### src/rtl/register_file.sv
// Two-read/one-write register file (index 0 hardwired to zero) with a
// handshaked sequential readout port. Optional macro: REGFILE_WRITE_BYPASS_EN.
module register_file #(
    parameter int DATA_WIDTH = 32,
    parameter int ADDR_WIDTH = 5
) (
    input  logic                  clk,
    input  logic                  reset,
    input  logic                  we,
    input  logic [ADDR_WIDTH-1:0] waddr,
    input  logic [DATA_WIDTH-1:0] wdata,
    input  logic [ADDR_WIDTH-1:0] raddr_a,
    input  logic [ADDR_WIDTH-1:0] raddr_b,
    output logic [DATA_WIDTH-1:0] rdata_a,
    output logic [DATA_WIDTH-1:0] rdata_b,
    input  logic                  dump_start,
    output logic                  dump_valid,
    input  logic                  dump_ready,
    output logic [ADDR_WIDTH-1:0] dump_addr,
    output logic [DATA_WIDTH-1:0] dump_data,
    output logic                  dump_busy,
    output logic                  dump_done
);

    localparam int DEPTH = 2 ** ADDR_WIDTH;
    localparam logic [ADDR_WIDTH-1:0] LAST_IDX = '1;

    typedef enum logic [1:0] {
        IDLE,
        SEND,
        DONE
    } state_t;

    state_t                r_state;
    state_t                w_state_next;
    logic [DATA_WIDTH-1:0] r_regs [DEPTH];
    logic [ADDR_WIDTH-1:0] r_idx;
    logic [DATA_WIDTH-1:0] r_dump_data;
    logic [ADDR_WIDTH-1:0] w_load_idx;
    logic [DATA_WIDTH-1:0] w_load_data;
    logic                  w_load;
    logic                  w_wr_en;

    assign w_wr_en = we && (waddr != '0);

    // Shared by both read ports and the readout snapshot load.
    function automatic logic [DATA_WIDTH-1:0] read_reg(input logic [ADDR_WIDTH-1:0] idx);
        if (idx == '0) begin
            return '0;
        end
`ifdef REGFILE_WRITE_BYPASS_EN
        if (w_wr_en && (waddr == idx)) begin
            return wdata;
        end
`endif
        return r_regs[idx];
    endfunction

    assign rdata_a = read_reg(raddr_a);
    assign rdata_b = read_reg(raddr_b);

    always_ff @(posedge clk or negedge reset) begin
        if (!reset) begin
            for (int i = 0; i < DEPTH; i++) begin
                r_regs[i] <= '0;
            end
        end else if (w_wr_en) begin
            r_regs[waddr] <= wdata;
        end
    end

    always_ff @(posedge clk or negedge reset) begin
        if (!reset) begin
            r_state <= IDLE;
        end else begin
            r_state <= w_state_next;
        end
    end

    always_comb begin
        w_state_next = r_state;
        w_load       = 1'b0;
        w_load_idx   = r_idx + ADDR_WIDTH'(1);
        case (r_state)
            IDLE: begin
                if (dump_start) begin
                    w_state_next = SEND;
                    w_load       = 1'b1;
                    w_load_idx   = '0;
                end
            end
            SEND: begin
                if (dump_ready) begin
                    if (r_idx == LAST_IDX) begin
                        w_state_next = DONE;
                    end else begin
                        w_load = 1'b1;
                    end
                end
            end
            DONE: begin
                w_state_next = IDLE;
            end
            default: begin
                w_state_next = IDLE;
            end
        endcase
    end

    assign w_load_data = read_reg(w_load_idx);

    // Snapshot: dump_data only changes on a load, so later writes to the
    // index under backpressure do not disturb the pending beat.
    always_ff @(posedge clk or negedge reset) begin
        if (!reset) begin
            r_idx       <= '0;
            r_dump_data <= '0;
        end else if (w_load) begin
            r_idx       <= w_load_idx;
            r_dump_data <= w_load_data;
        end
    end

    assign dump_valid = (r_state == SEND);
    assign dump_busy  = (r_state != IDLE);
    assign dump_done  = (r_state == DONE);
    assign dump_addr  = r_idx;
    assign dump_data  = r_dump_data;

endmodule

### config.mk
export PLATFORM = sky130hd
export DESIGN_NAME = register_file
export DESIGN_NICKNAME = d
export VERILOG_FILES = /design/src/rtl/register_file.sv
export SDC_FILE = /design/constraint.sdc
export NUM_CORES = 2
export LEC_CHECK = 0
export CAP_MARGIN = 0
export CORE_MARGIN = 1
export CORE_UTILIZATION = 41
export CTS_BUF_LIST = sky130_fd_sc_hd__clkbuf_16
export DETAILED_ROUTE_END_ITERATION = 6
export GPL_ROUTABILITY_DRIVEN = 0
export GPL_TIMING_DRIVEN = 0
export HOLD_SLACK_MARGIN = 0.05
export PLACE_DENSITY = 0.68
export REMOVE_ABC_BUFFERS = 1
export SYNTH_ARGS = -nofsm -noshare
export SYNTH_HDL_FRONTEND = slang
export SYNTH_SLANG_ARGS = --single-unit
### constraint.sdc
create_clock -name clk -period 3.3 [get_ports clk]
set_input_delay 0.33 -clock clk [delete_from_list [all_inputs] [get_ports clk]]
set_output_delay 0.33 -clock clk [all_outputs]
set_load 0.05 [all_outputs]
==> flow_metrics.tcl <==
set metrics [dict create \
    status "complete, but fails checks" \
    violations "capacitance limit, slew limit, setup timing" \
    finClkSkew_ps 13.9 \
    wl_met3_um 26600 \
    grt_pass1_wl_um 341000 \
    fin_ws_ps -21.2 \
    synth_area_per_cell_um2 14.0 \
    crit_arrival_ps 2990 \
    fin_nets 4584 \
    yosys.cell_count.top_type "mux2_2" \
    synthTopCellsByCount "mux2_2 (1101), dfrtp_1 (1063), mux4_2 (695)" \
    via_per_inst 7.01 \
    required_ps 2970 \
    setup_viol 1 \
    place_ws_ps -1320 \
    combinationalPowerShare_pct 49.9 \
    synth_edf_count 0 \
    route.met2.wl_um 105000 \
    swShare_pct 41.0 \
    vias 46900 \
    post-dp-hpwl_um 133000 \
    wl_um 235000 \
    fin_util_pct 47.9 \
    antenna_found_initial 9 \
    row_count 145 \
    clkPwrFrac_pct 20.9 \
    drtIter0Drc 6307 \
    worstHoldPathType "input pin to asynchronous set/reset pin" \
    cts_made_buffers 115 \
    ys_types 60 \
    ys_warn_count 0 \
    highest_layer "met5" \
    first_pass_iters 5 \
    io_pins 156 \
    maxSlewViolCount 1 \
    fmax_mhz 301 \
    power.switching_mw 25.6 \
    post-route-drc-count 0 \
    grt_max_degree 174 \
    seq_area_um2 26600 \
    reg2reg_slack_ps 60 \
    num-fill-cells 13200 \
    multiInputGateArea_um2 36800 \
    coreArea_um2 157000 \
    synthCells 4636 \
    timing.setup.critical_path_class "flop to output pin" \
    ys_ff_latch 1063 \
    start_util_pct 41.5 \
    finalHoldViolCount 0 \
    ctsLongestPathBuffers 3 \
    track_usage_pct 29.1 \
    yosys.area.top_type_share_pct 40.9 \
    period_needed_ps 3320 \
    critPathCaptureType "output pin" \
    worst_hold_slack_ps 177 \
    leakage_nw 31.1 \
    htreeDepth 3 \
    seq_area_frac_synth_pct 40.9 \
    clk_pin_slew_ps 60 \
    overflow 0 \
    clock_latency_ps 740 \
    area_delta_synth_final_pct 15.5 \
    place_inst 6412 \
    cts_sinks 1063 \
    fin_area_um2 75100 \
    p_per_area_nw_per_um2 831 \
    die_h_um 400 \
    yosysTopAreaCell "dfrtp_1" \
    total_power_mw 62.4 \
    netlist_area_um2 65100 \
    layout-drive-gt1-share_pct 48.8 \
    root_buffer "clkbuf_16" \
    rsz0062_at_grt "false" \
    die_area_um2 160000 \
    tns_ps -21.2 \
    dpl_cell_area_um2 70300 \
    first_global_vias 47400 \
    path_max_fanout 4 \
    fin_crit_sh_pct 101 \
    vdd_drop_max_mv 1.03 \
    die_x_um 400 \
    critPathLaunchType "flop" \
    p_int_mw 36.8 \
    fin_cells 6691 \
    ant_nets 0 \
    yosys_most_used_dff "dfrtp_1" \
    routedWlPerCell_um 35.2 \
    async_flop_share_pct 100 \
    cts_tree "done" \
    seqPwrFrac_pct 29.2 \
    met1_length_um 87500 \
    tightestPinTransition_ps 1500 \
    slew-limit-headroom_pct -0.142 \
    synth_area_leaders "dfrtp_1 (41%), mux4_2 (24%), mux2_2 (19%)" \
    placement.io_buffers 155 \
    maxCapViolCount 1 \
]
==> flip-flops by register name (all words and copies together) (netlist names) <==
register	count
r_state	2
dump_addr	5
dump_data	32
r_regs	1024
==> path summary, 6_finish.rpt <==
| path | startpoint | end | depth (start not counted) |
|---|---|---|---|
| max | r_regs[920] | rdata_a[24] | 5 |
| min | reset | r_regs[276] | 2 |
| max reg2reg | r_state[0] | dump_data[10] | 11 |
| min reg2reg | r_regs[1000] | r_regs[1000] | 0 |
| max in group asynchronous | reset | r_regs[836] | 4 |
| min in group clk | dump_ready | r_state[0] | 3 |
==> repair_timing <==
action	in CTS	in global routing
cloned	25	1
hold buffers	1	0
pin swaps	10	2
buffers inserted	25	7
hold endpoints to repair	123	0
gates resized for setup	161	13
setup endpoints to repair	96	19
==> power groups by stage <==
| stage | clock (mW) | sequential (mW) | combinational (mW) |
|---|---|---|---|
| finish | 13.0 | 18.2 | 31.1 |
| global route | 13.7 | 18.6 | 32.3 |
| CTS | 13.1 | 18.1 | 30.4 |
| detailed placement | 0 | 18.4 | 29.4 |
| global placement | 0 | 18.3 | 18.2 |
| floorplan | 0 | 18.2 | 13.4 |
==> placed cells by master, fill, tap and decap left out, types with 32 or more instances in the layout <==
cell type and count:
mux2_2 1101, dfrtp_1 1060, mux4_2 695, o21ai_0 283
mux2i_1 164, clkbuf_16 117, nor2b_1 113, a221o_1 87
buf_16 82, clkdlybuf4s50_1 80, nor2_1 77, nand2_1 68
o22ai_1 64, nand3b_1 48, buf_12 43, a21oi_1 38
dlygate4sd2_1 36, o211ai_1 32
==> critical path, stage by stage, from the launching register on <==
cell,delay [ps]
dfrtp_1,410
mux4_2,500
mux4_2,520
mux2i_2,330
nor2_1,70
dlygate4sd2_1,430
==> layout make-up <==
type | instances | share of cell area [%]
multi-input combinational | 3013 | 48.9
sequential | 1063 | 35.4
timing repair buffer | 332 | 7.28
clock buffer | 117 | 3.90
tap | 2058 | 3.43
clock inverter | 96 | 1.01
inverter | 5 | 0.0250
antenna | 7 | 0.0233
==> kinds of logic (layout without fill, tap and decap cells) <==
group,after synthesis,in the layout,synth area share [%]
other,0,7,0
buffers and inverters,565,550,3.50
multiplexers,1974,1974,45.8
flip-flops,1063,1063,40.9
AND/OR/NAND/NOR,401,405,3.22
AO/OA/AOI/OAI,626,627,6.44
XOR/XNOR,5,5,0.0788
adder cells (fa/ha/maj),2,2,0.0384
==> layer usage <==
| layer | vias up | global-route usage, % |
|---|---|---|
| met3 | 864 | 7.59 |
| met2 | 3270 | 43.9 |
| met5 | - | 0 |
| met1 | 24700 | 38.0 |
| met4 | 8 | 16.9 |
| li1 | 18100 | - |
Power figures use the tool's default switching activity.
